===== src/rtl/tank_fill_scheduler.sv =====
// tank_fill_scheduler: round-robin two-tank fill controller sharing one pump.
// Ports: clk, reset (sync, active-low); en scheduler enable; C[i] water present in tank i;
// Pout level-sensor error flags; clr_fault fault acknowledge; pump_on shared pump drive;
// valve one-hot tank valve select; busy in SETTLE/PUMP/COOLDOWN; fault in FAULT;
// fault_code 01 timeout / 10 sensor error; fill_done one-cycle pulse per successful fill.
module tank_fill_scheduler #(
  parameter int SETTLE   = 4,
  parameter int MAX_RUN  = 1000,
  parameter int COOLDOWN = 8
) (
  input  logic       clk,
  input  logic       reset,
  input  logic       en,
  input  logic [1:0] C,
  input  logic [1:0] Pout,
  input  logic       clr_fault,
  output logic       pump_on,
  output logic [1:0] valve,
  output logic       busy,
  output logic       fault,
  output logic [1:0] fault_code,
  output logic       fill_done
);
  typedef enum logic [2:0] {S_IDLE, S_SETTLE, S_PUMP, S_COOL, S_FAULT} state_t;
  localparam logic [15:0] T_SET  = 16'(SETTLE);
  localparam logic [15:0] T_RUN  = 16'(MAX_RUN - 1);
  localparam logic [15:0] T_COOL = 16'(COOLDOWN - 1);
  state_t      st, nxt;
  logic [15:0] cnt, term;
  logic        g, g_nxt, last, last_nxt, done_nxt;
  logic [1:0]  code_nxt, req;
  assign req = {2{en}} & ~C;
  assign term = st == S_SETTLE ? T_SET : st == S_PUMP ? T_RUN : st == S_COOL ? T_COOL : '0;
  always_comb begin
    nxt = st;
    g_nxt = g;
    last_nxt = last;
    code_nxt = fault_code;
    done_nxt = 1'b0;
    case (st)
      S_IDLE:
        if (|Pout) begin
          nxt = S_FAULT;
          code_nxt = 2'b10;
        end else if (|req) begin
          nxt = S_SETTLE;
          // both tanks asking: serve the one not filled last
          g_nxt = req == 2'b11 ? ~last : req[1];
        end
      S_SETTLE:
        if (|Pout) begin
          nxt = S_FAULT;
          code_nxt = 2'b10;
        end else if (!en) nxt = S_IDLE;
        else if (cnt == T_SET) nxt = S_PUMP;
      S_PUMP:
        if (|Pout) begin
          nxt = S_FAULT;
          code_nxt = 2'b10;
        end else if (C[g]) begin
          nxt = S_COOL;
          done_nxt = 1'b1;
          last_nxt = g;
        end else if (cnt == T_RUN) begin
          nxt = S_FAULT;
          code_nxt = 2'b01;
        end else if (!en) nxt = S_COOL;
      S_COOL:
        if (|Pout) begin
          nxt = S_FAULT;
          code_nxt = 2'b10;
        end else if (cnt == T_COOL) nxt = S_IDLE;
      S_FAULT:
        if (clr_fault && Pout == 2'b00) begin
          nxt = S_IDLE;
          code_nxt = 2'b00;
        end
      default: nxt = S_IDLE;
    endcase
  end
  // outputs are registered from the next state so they move on the same edge as st
  always_ff @(posedge clk) begin
    if (!reset) begin
      st <= S_IDLE;
      cnt <= '0;
      g <= 1'b0;
      last <= 1'b1;
      pump_on <= 1'b0;
      valve <= 2'b00;
      busy <= 1'b0;
      fault <= 1'b0;
      fault_code <= 2'b00;
      fill_done <= 1'b0;
    end else begin
      st <= nxt;
      cnt <= nxt != st ? '0 : cnt == term ? cnt : cnt + 16'd1;
      g <= g_nxt;
      last <= last_nxt;
      pump_on <= nxt == S_PUMP;
      valve <= (nxt == S_SETTLE || nxt == S_PUMP) ? {g_nxt, ~g_nxt} : 2'b00;
      busy <= nxt == S_SETTLE || nxt == S_PUMP || nxt == S_COOL;
      fault <= nxt == S_FAULT;
      fault_code <= code_nxt;
      fill_done <= done_nxt;
    end
  end
endmodule


===== config.mk =====
export PLATFORM = sky130hd
export DESIGN_NAME = tank_fill_scheduler
export DESIGN_NICKNAME = d
export VERILOG_FILES = /design/src/rtl/tank_fill_scheduler.sv
export SDC_FILE = /design/constraint.sdc
export NUM_CORES = 1
export LEC_CHECK = 0
export ABC_AREA = 0
export BUFFER_PORTS_ARGS = -buffer_cell sky130_fd_sc_hd__buf_2
export CORE_ASPECT_RATIO = 0.5
export CORE_UTILIZATION = 57
export DETAILED_ROUTE_END_ITERATION = 8
export HOLD_SLACK_MARGIN = 0.15
export PLACE_DENSITY_LB_ADDON = 0.2
export SYNTH_ARGS = -nofsm -noshare
export SYNTH_HDL_FRONTEND = slang
export SYNTH_SLANG_ARGS = --single-unit

===== constraint.sdc =====
create_clock -name clk -period 2.65 [get_ports clk]
set_clock_uncertainty 0.15 [all_clocks]
set_input_delay 0.1325 -clock clk [delete_from_list [all_inputs] [get_ports clk]]
set_output_delay 0.1325 -clock clk [all_outputs]
set_load 0.02 [all_outputs]

-- Word level (Yosys, flattened, before mapping)
Index checks and enable logic that the tools add are counted.
- ROM bits: 0
- word-level logic and storage cells: 80
- bits in writable memories: 0
- register bits after elaboration: 29
- memories kept: 0
- latch bits: 0
- divide/modulo/power cells: 0
- mux-type cells: 29
- reduce and logical (&&, ||, !) cells: 14
- multipliers: 0
- shift-type cells: 0
- $add $sub $neg: 1
- magnitude comparators: 1
- equality and inequality tests: 18
- bitwise gates (word level): 7
- operators with widths (operator ; number):
    2-to-1 mux 3 bit ; 13
    equality test 16 x 3 -> 1 bit, second input constant ; 2
    2-to-1 mux 10 bit ; 2
    adder 16 x 1 -> 16 bit, second input constant ; 1
    equality test 16 x 10 -> 1 bit ; 1
    equality test 16 x 10 -> 1 bit, second input constant ; 1
    one-hot mux 3 bit (5 select lines) ; 1
    equality test 3 x 2 -> 1 bit, second input constant ; 4
    2-to-1 mux 2 bit ; 5
    2-to-1 mux 1 bit ; 7
    equality test 3 x 1 -> 1 bit, second input constant ; 2
    equality test 3 bit, second input constant ; 2
    one-hot mux 2 bit (3 select lines) ; 1
    OR reduction 2 bit ; 3
    inverter 1 bit ; 5
    AND reduction 5 bit ; 1
    OR reduction 4 bit ; 1
    logical NOT 3 bit ; 1
    != test 3 x 1 -> 1 bit, second input constant ; 1
    != test 3 bit ; 1
    != test 3 bit, second input constant ; 1
    AND reduction 3 bit ; 1
    nonzero test 3 bit ; 1
    OR reduction 3 bit ; 1
    10 further kinds ; 11

-- Logic depth before layout (Yosys ltp)
- word-level depth: 9
- depth in mapped cells: 9
- mapped depth without buffers: 7

-- Worst setup path before layout
OpenSTA, ideal clock, no wires.
- path type: register to register
- start: register cnt[0]
- end: register cnt[8]
- path buffers: 2
- setup time: 0.115 ns
- data arrival time: 1.791 ns
- stages on the path, launching flop included: 10
- path slack: 0.594 ns
- cells stage by stage: dfxtp_1 > ha_1 > and3_1 > and4_1 > buf_4 > o22ai_2 > a211oi_2 > o211ai_2 > buf_6 > nor2_1
- longest elaborated chain between the ends: 7
- elaborated cells between the ends (all ways): 16
- those cells by class: add/sub (1); eq/ne (5); mux (9); reduce/logical (1)
- ends and longest elaborated chain (what ; RTL line ; source):
    start, declared ; 29 ; logic [15:0] cnt, term;
    start signal, assigned ; 96 ; cnt <= nxt != st ? '0 : cnt == term ? cnt : cnt + 16'd1;
    equality test 16 x 10 -> 1 bit or equality test 16 x 3 -> 1 bit (tied branches) ; 64, 55 ;
    2-to-1 mux 3 bit (on tied branches) ; 64, 55 ;
    2-to-1 mux 3 bit (on tied branches) ; 60, 54 ;
    2-to-1 mux 3 bit (on tied branches) ; 57, 51 ;
    one-hot mux 3 bit (5 select lines) ; 40 ; case (st)
    != test 3 bit ; 96 ;
    OR reduction 2 bit (no line) ; n/a ;
Parallel ways exist; a longest one is shown, timed or not.
A chain may end at the register's enable or synchronous reset.

-- Final worst setup path
- start: register cnt[1]
- end: register cnt[7]
Same word-level chain as after synthesis.

==> impl_metrics.tcl <==
set metrics [dict create \
    place_area_sq_um 1660 \
    ctsResizeCount 0 \
    powerDensity_nw_per_um2 477 \
    ys_types 43 \
    clock_path_buffers 2 \
    maxCapViolations 0 \
    portBuffers 15 \
    grt_pass1_wl_um 4990 \
    crit_slowest_cell "dfxtp_1" \
    drc 0 \
    nFillCells 187 \
    ys_ff_latch 29 \
    crit_type "reg2reg" \
    yosysSeqAreaShare_pct 37.1 \
    ant_nets 0 \
    ios 16 \
    synth_cells 175 \
    path_clk_slew_ps 60 \
    vias_per_cell 5.44 \
    overflow 0 \
    rsz0062_at_grt "false" \
    areaGrowthSynthToFinish_pct 13.0 \
    die_area_sq_um 2970 \
    status "finished, final reports clean" \
    num_vias 1256 \
    fin_setup_tns_ps 0 \
    dp_hpwl_um 2160 \
    wirelength_um 2980 \
    nNetsFinal 205 \
    antenna_found_initial 0 \
    syn_area_per_cell_sq_um 8.93 \
    vdd_drop_max_mv 0.295 \
    max_stage_delay_ps 420 \
    diodes 0 \
    start_kind "flop" \
    routabilityCongestion 0.829 \
    drt_first_iter_violations 93 \
    max_freq_ghz 0.446 \
    async_flop_share_pct 0 \
    yosys_warnings 0 \
    num_rows 12 \
    crit_required_ps 2710 \
    routedWlPerCell_um 12.9 \
    core_area_sq_um 2400 \
    firstDrtPassIters 5 \
    synth_area_leaders "dfxtp_1 (37%), nor2_1 (7.7%), xnor2_1 (5.6%), xor2_1 (3.9%), nand2_1 (2.9%)" \
    critPathCaptureType "flop" \
    cts_tree "built" \
    worst_pin_slew_ps 454 \
    grt_pass1_vias 1117 \
    synth_edf_count 0 \
    finalCritPeriodShare_pct 84.7 \
    syn_nets 185 \
    dieHeight_um 39.0 \
    hold_ws_ps 167 \
    fin_area_sq_um 1770 \
    total_power_w 0.000842 \
    setup_viol_count_final 0 \
    cts.sinks 29 \
    hp-class "in2reg" \
    die_w_um 76.1 \
    clock_latency_ps 280 \
    drive_gt1_share_pct 16.8 \
    crit_arrival_ps 2310 \
    grt_usage_pct 23.3 \
    initial_utilization_pct 65.1 \
    synthesis.area_sq_um 1560 \
    period_minus_slack_ps 2240 \
    crit_chain "ha_1 > and3_1 > and4_1 > o22ai_2 > a211oi_2 > o211ai_2 > buf_4 > nor2_1" \
    synth_top_area_share_pct 37.1 \
    numCtsBuffers 5 \
    hold_violations 0 \
    htree_levels 2 \
    slew_headroom_pct 69.5 \
    synth_area_leader_cell "dfxtp_1" \
    drv_slew 0 \
    root_buffer "clkbuf_8" \
    grt_max_degree 17 \
    synth_ff_type "dfxtp_1" \
    power.leakage_nw 0.680 \
    crit_fanout 16 \
]
[layout make-up]
type / instances / area, sq um / area share (%)
multi-input combinational: 136 / 930 / 52.7
sequential: 29 / 581 / 32.9
timing repair buffer: 20 / 120 / 6.80
clock buffer: 8 / 80.1 / 4.54
tap: 35 / 43.8 / 2.48
inverter: 3 / 11.3 / 0.638
[sequential cells by signal, summed over array words and instances (netlist names)]
name        flops
busy            1
last            1
fault_code      2
valve           2
st              3
fill_done       1
cnt            16
g               1
fault           1
pump_on         1
[path summary, 6_finish.rpt]
path	from	to	slack (ps)	depth (start not counted)
hold / removal	clr_fault	fault_code[0]$_SDFFE_PN0P_	170	4
setup reg to reg	cnt[1]$_SDFFE_PP0P_	cnt[7]$_SDFFE_PP0P_	410	8
hold reg to reg	fault_code[1]$_SDFFE_PN0P_	fault_code[1]$_SDFFE_PN0P_	340	2
setup / recovery	cnt[1]$_SDFFE_PP0P_	cnt[7]$_SDFFE_PP0P_	410	8
[cells by family (layout without fill, tap and decap cells)]
family / after synthesis / after routing / synth area share, %
xor gates and xnor gates: 17 / 17 / 9.53
and+or+nand+nor: 90 / 90 / 33.2
adders and majority gates: 2 / 2 / 1.60
DFF: 29 / 29 / 37.1
AOI/OAI and AO/OA: 24 / 24 / 13.2
buffers and inverters: 10 / 31 / 3.36
muxes: 3 / 3 / 1.92
[through the flow]
step	setup slack, ps	instances	utilization [%]
global route	262	231	73.5
finish	405	231	73.5
CTS	435	231	73.5
floorplan	594	175	-
global placement	485	220	68.9
detailed placement	452	220	68.9
[synthesized netlist by cell type (3+ instances only)]
| library cell | n |
|---|---|
| a21boi_0 | 3 |
| nand2_1 | 12 |
| nand2b_1 | 3 |
| nand3_1 | 8 |
| a21oi_1 | 5 |
| inv_1 | 3 |
| nand4_1 | 4 |
| dfxtp_1 | 29 |
| and2_1 | 7 |
| nand3b_1 | 3 |
| nor2_1 | 32 |
| xor2_1 | 7 |
| nor2b_1 | 5 |
| and4_1 | 3 |
| mux2i_1 | 3 |
| xnor2_1 | 10 |
| o21ai_0 | 3 |
[cells in the final DEF, fill, tap and decap left out, drive strengths merged, types with 2 or more instances in the layout]
cell type and count:
nor3 2, nand3b 3, xnor2 10, and2 7, dlygate4sd3 3, nand2b 3, a21oi 5, a211oi 2
clkbuf 8, and4 3, nand2 12, and3 2, nor2b 5, mux2i 3, ha 2, dfxtp 29
o21ai 3, xor2 7, o21a 2, nand3 8, nor4 2, nand4 4, nor2 32, buf 17
inv 3, a21boi 3, nor3b 2
[what timing repair did]
item / in CTS / in global routing
buffers inserted: 0 / 0
endpoints found under the setup margin: 0 / 0
hold endpoints to repair: 10 / 0
hold buffers: 3 / 0
[worst max-delay path, delay by kind of cell, from the launching register on]
kind | cells | cell delay (ps)
AO/OA/AOI/OAI | 3 | 480
adder cells (fa/ha/maj) | 1 | 240
AND/OR/NAND/NOR | 3 | 670
buffers and inverters | 1 | 200
flip-flops | 1 | 420
[layer usage]
| metal | GRT usage [%] | wire length, um | part of all wire (%) | vias up |
|---|---|---|---|---|
| met5 | 0 | 0 | 0 | - |
| met4 | 11.1 | 56 | 1.9 | 0 |
| met3 | 8.24 | 180 | 6.0 | 8 |
| met2 | 38.4 | 1260 | 42 | 44 |
| met1 | 28.3 | 1490 | 50 | 557 |
| li1 | - | - | - | 647 |
[power breakdown]
part | total [W] | switching, W | leakage, nW | internal [W]
combinational | 0.0000556 | 0.0000313 | 0.405 | 0.0000243
clock | 0.000341 | 0.000155 | 0.0395 | 0.000186
sequential | 0.000446 | 0.00000497 | 0.235 | 0.000441
No activity file was read; power rests on OpenSTA's default activity.
